[src/rtl/grf_scoreboard.sv]
// GRF hazard scoreboard: per-register in-flight writer count and Tnew countdown,
// producing D-stage stall and forward-ready flags for the 5-stage pipeline.
module grf_scoreboard #(
  parameter int NREG  = 32,
  parameter int TW    = 2,
  parameter int DEPTH = 3
) (
  input  logic          clk,
  input  logic          reset,
  input  logic          flush,
  input  logic          issue_valid,
  input  logic [4:0]    issue_rs,
  input  logic [4:0]    issue_rt,
  input  logic [TW-1:0] tuse_rs,
  input  logic [TW-1:0] tuse_rt,
  input  logic          issue_wen,
  input  logic [4:0]    issue_dst,
  input  logic [TW-1:0] issue_tnew,
  input  logic          wb_we,
  input  logic [4:0]    wb_addr,
  output logic          stall,
  output logic          fwd_rs,
  output logic          fwd_rt,
  output logic          sb_err
);

  localparam int IW = $clog2(DEPTH + 1);

  logic [IW-1:0] inflight_q [NREG];
  logic [IW-1:0] inflight_d [NREG];
  logic [TW-1:0] cnt_q [NREG];
  logic [TW-1:0] cnt_d [NREG];
  logic          sb_err_q, sb_err_d;
  logic          pend_rs, pend_rt, hz_rs, hz_rt;
  logic          alloc, retire;

  // Lookups use pre-update state, so a self-dependency (rs == dst) sees the older writer.
  always_comb begin
    pend_rs = (issue_rs != 5'd0) && (inflight_q[issue_rs] != '0);
    pend_rt = (issue_rt != 5'd0) && (inflight_q[issue_rt] != '0);
    hz_rs   = issue_valid && pend_rs && (cnt_q[issue_rs] > tuse_rs);
    hz_rt   = issue_valid && pend_rt && (cnt_q[issue_rt] > tuse_rt);
    stall   = hz_rs || hz_rt;
    fwd_rs  = issue_valid && pend_rs && (cnt_q[issue_rs] == '0);
    fwd_rt  = issue_valid && pend_rt && (cnt_q[issue_rt] == '0);
    alloc   = issue_valid && !stall && issue_wen && (issue_dst != 5'd0);
    retire  = wb_we && (wb_addr != 5'd0);
  end

  always_comb begin
    sb_err_d = sb_err_q;
    for (int r = 0; r < NREG; r++) begin
      inflight_d[r] = inflight_q[r];
      cnt_d[r]      = (cnt_q[r] != '0) ? cnt_q[r] - TW'(1) : cnt_q[r];
      if (r == 0) begin
        inflight_d[r] = '0;
        cnt_d[r]      = '0;
      end else begin
        if (alloc && (issue_dst == 5'(r)) && retire && (wb_addr == 5'(r))) begin
          // Oldest writer retires as a new one enters: count unchanged.
          if (inflight_q[r] == '0) sb_err_d = 1'b1;
          cnt_d[r] = issue_tnew;
        end else if (alloc && (issue_dst == 5'(r))) begin
          if (inflight_q[r] == IW'(DEPTH)) begin
            sb_err_d = 1'b1;
          end else begin
            inflight_d[r] = inflight_q[r] + IW'(1);
            cnt_d[r]      = issue_tnew;
          end
        end else if (retire && (wb_addr == 5'(r))) begin
          if (inflight_q[r] == '0) sb_err_d = 1'b1;
          else inflight_d[r] = inflight_q[r] - IW'(1);
        end
        if (inflight_d[r] == '0) cnt_d[r] = '0;
      end
    end
  end

  always_ff @(posedge clk) begin
    if (reset) begin
      sb_err_q <= 1'b0;
      for (int r = 0; r < NREG; r++) begin
        inflight_q[r] <= '0;
        cnt_q[r]      <= '0;
      end
    end else if (flush) begin
      for (int r = 0; r < NREG; r++) begin
        inflight_q[r] <= '0;
        cnt_q[r]      <= '0;
      end
    end else begin
      sb_err_q <= sb_err_d;
      for (int r = 0; r < NREG; r++) begin
        inflight_q[r] <= inflight_d[r];
        cnt_q[r]      <= cnt_d[r];
      end
    end
  end

  assign sb_err = sb_err_q;

endmodule
[config.mk]
export PLATFORM = sky130hd
export DESIGN_NAME = grf_scoreboard
export DESIGN_NICKNAME = d
export VERILOG_FILES = /design/src/rtl/grf_scoreboard.sv
export SDC_FILE = /design/constraint.sdc
export NUM_CORES = 1
export LEC_CHECK = 0
export ABC_AREA = 1
export ABC_CLOCK_PERIOD_IN_PS = 5700
export CAP_MARGIN = 20
export CORE_ASPECT_RATIO = 0.8
export CORE_MARGIN = 3
export CORE_UTILIZATION = 55
export DETAILED_ROUTE_END_ITERATION = 8
export HOLD_SLACK_MARGIN = 0.08
export PLACE_DENSITY_LB_ADDON = 0.08
export SYNTH_ARGS = -nofsm -noshare
export SYNTH_HDL_FRONTEND = slang
export SYNTH_SLANG_ARGS = --single-unit
export TNS_END_PERCENT = 100
[constraint.sdc]
create_clock -name clk -period 5.7 [get_ports clk]
set_input_delay 1.425 -clock clk [delete_from_list [all_inputs] [get_ports clk]]
set_output_delay 1.425 -clock clk [all_outputs]
set_load 0.02 [all_outputs]
==> impl_metrics.yaml <==
timing:
  maxSlewViolCount: 0
  worst_pin_slew_ns: 0.949
  rsz0062_at_grt: "false"
  relSlewSlack: 0.367
  period_share: 0.966
  max_freq_ghz: 0.182
  setup_violations: 0
  min_period_ns: 5.51
  hold_violations: 0
  skew_ns: 0.0129
  fin_tns_setup_ns: 0
grt:
  antenna_found_initial: 0
  grt_use_met3: 0.0998
  gr-usage-met2: 0.612
  grt_max_degree: 39
  overflow: 0
  grt_use_total: 0.410
  grt_pass1_wl_mm: 67.0
  grt_pass1_vias: 11900
  grt.busiest_layer: "met2"
  use_met1: 0.539
cells_and_area:
  fin_nets: 1989
  layout-drive-gt1-share: 0.0865
  synthToLayoutAreaGrowth_pct: 20.6
  final_cell_mix: "nand2_1 (403), nor2_1 (301), inv_1 (271)"
  layout_commonest_cell: "nand2_1"
  fin_area_sq_um: 13300
  antenna_cells: 0
floorplan:
  die-area_sq_um: 21700
  die_x_um: 164
  row_count: 45
  io_pins: 36
  core_sq_um: 19300
  die_h_um: 132
  start_util: 0.569
detailed_routing:
  drt_iter0_markers: 1975
  dr.pass1.iters: 8
  ant_nets: 0
  routed_via_density: 5.86
  num_vias: 13000
  wl_per_cell_um: 20.1
  drc: 0
  wl_mm: 44.7
clock_network:
  cts_tree: "done"
  postCtsSetupBuffers: 0
  htreeDepth: 4
  cts_buffer_depth: 2
  clkLatencyLatePin_ns: 0.44
  cts.clk_slew.worst_paths_ns: 0.06
  cts_sinks: 125
  cts-root-buf: "clkbuf_16"
  cts_buffers: 17
setup_path:
  rr_startpoint: "cnt_q[7][1]"
  worst_setup_path_end_kind: "primary output"
  slowest_delay_ns: 0.60
  cp_cell_sequence: "clkdlybuf4s50_1, buf_4, nand2_4, buf_4, o221ai_1, o221ai_1, a31oi_1, ha_1, a21oi_1, nand3_2, nand2_1, clkbuf_2"
  crit_arrival_ns: 4.08
  setup.worst_path.start: "issue_rs[1]"
  cp_max_fo: 14
  critPathLaunchType: "primary input"
  setup.worst_path.class: "primary input to primary output"
  crit_required_ns: 4.28
  cpMaxStageDelayCell: "clkdlybuf4s50_1"
placed_design:
  dpl_cell_area_sq_um: 12700
  hpwlAfterDp_mm: 34.8
  gp_congestion: 1.07
  io_buffers: 35
yosys:
  yosys_warnings: 0
  synth-seq-cells: 125
  synth-main-ff-cell: "edfxtp_1"
  async_flop_share: 0
  syn-cell-area_sq_um: 11000
  synth_edf_count: 124
  syn_area_per_cell_sq_um: 6.36
  yosys.cell_types.count: 49
  syn_inst: 1729
  yosysSeqAreaShare: 0.340
power:
  ir_drop_uv: 182
  powerDensity_nw_per_um2: 209
  total_power_mw: 2.77
  leakagePower_nw: 6.46
run:
  maxCapViolations: 0
hold_path:
  hp-class: "register to register"
  hold_path_startpoint: "sb_err"
outcome:
  status: "complete, no violations"
[final cells by class]
cell class,instances,area (sq um)
clock buffers,17,425
clock inverters,15,163
fillers,1688,6050
inverters,289,1090
multi-input cells,1389,6380
flip-flops and latches,125,3740
well taps,258,323
repair buffers,131,1130
[what timing repair did]
item | in CTS | in global routing
endpoints found under the setup margin | 1 | 7
hold buffers | 0 | 0
resized for setup | 1 | 9
[registers in the layout, summed over array words and instances, names as in the netlist]
signal	cells
cnt_q	62
inflight_q	62
sb_err	1
[kinds of logic (layout without fill, tap and decap cells)]
| family | Yosys count | after routing | synth area share |
|---|---|---|---|
| AOI/OAI and AO/OA | 392 | 392 | 0.197 |
| xor gates and xnor gates | 1 | 1 | 0.000797 |
| adders and majority gates | 4 | 4 | 0.00455 |
| buffers and inverters | 338 | 452 | 0.122 |
| DFF | 125 | 125 | 0.340 |
| muxes | 4 | 4 | 0.00364 |
| other | 1 | 124 | 0.000341 |
| and+or+nand+nor | 864 | 864 | 0.331 |
[path summary, 6_finish.rpt]
check,endpoint,slack [ns],cells after the start
worst max-delay path,stall,0.19,12
worst min register to register,sb_err,0.64,4
worst min-delay path,sb_err,0.64,4
worst max register to register,sb_err,1.56,23
[synthesized netlist by cell type, types with 2 or more instances]
| library cell | instances | area share |
|---|---|---|
| a211o_1 | 2 | 0.0016 |
| a211oi_1 | 6 | 0.0041 |
| a21oi_1 | 99 | 0.045 |
| a221oi_1 | 3 | 0.0024 |
| a22oi_1 | 5 | 0.0034 |
| a31oi_1 | 2 | 0.0011 |
| buf_2 | 8 | 0.0036 |
| buf_4 | 9 | 0.0061 |
| buf_6 | 4 | 0.0041 |
| clkbuf_1 | 27 | 0.0092 |
| clkinv_1 | 2 | 0.00068 |
| edfxtp_1 | 124 | 0.34 |
| ha_1 | 4 | 0.0046 |
| inv_1 | 271 | 0.093 |
| inv_2 | 16 | 0.0055 |
| mux2i_1 | 4 | 0.0036 |
| nand2_1 | 403 | 0.14 |
| nand2_2 | 2 | 0.0011 |
| nand3_1 | 77 | 0.035 |
| nand3_2 | 2 | 0.0018 |
| nand4_1 | 35 | 0.020 |
| nand4_2 | 6 | 0.0068 |
| nand4_4 | 4 | 0.0077 |
| nor2_1 | 302 | 0.10 |
| nor2_2 | 2 | 0.0011 |
| nor2_4 | 2 | 0.0020 |
| nor3_1 | 16 | 0.0073 |
| o2111ai_1 | 2 | 0.0016 |
| o211ai_1 | 9 | 0.0061 |
| o21ai_0 | 211 | 0.096 |
| o21ai_1 | 12 | 0.0055 |
| o21bai_1 | 2 | 0.0014 |
| o221ai_1 | 20 | 0.016 |
| o22ai_1 | 12 | 0.0068 |
| or2_1 | 7 | 0.0040 |
| or2_2 | 4 | 0.0023 |
[critical path, delay by kind of cell]
family,cells,cell delay (ns)
AND/OR/NAND/NOR,3,0.44
AO/OA/AOI/OAI,4,0.80
adder cells (fa/ha/maj),1,0.27
buffers and inverters,4,1.16
[power by group]
group	internal [mW]	leakage [nW]	total, mW	switching (mW)
clock network	0.650	0.276	1.13	0.484
logic	0.166	4.90	0.512	0.346
registers	1.06	1.29	1.12	0.0615
total	1.88	6.46	2.77	0.891
[routing by layer]
layer  share of wire  vias to the layer above
li1                -                     6043
met1            0.37                     5804
met3            0.14                      228
met4           0.072                        0
met5               0                        -
met2            0.42                      955
[metrics by stage]
| step | worst slack [ns] | instances | util | hold WS [ns] |
|---|---|---|---|---|
| 6_report | 0.191 | 2224 | 0.687 | 0.639 |
| 5_1_grt | 0.0430 | 2224 | 0.687 | 0.683 |
| 4_1_cts | 0.0706 | 2224 | 0.686 | 0.644 |
| 3_5_place_dp | -0.204 | 2192 | 0.656 | 0.636 |
| 3_3_place_gp | -0.159 | 2191 | 0.654 | 0.614 |
| 2_1_floorplan | 0.712 | 1852 | - | 0.625 |
No activity file was read; power rests on OpenSTA's default activity.
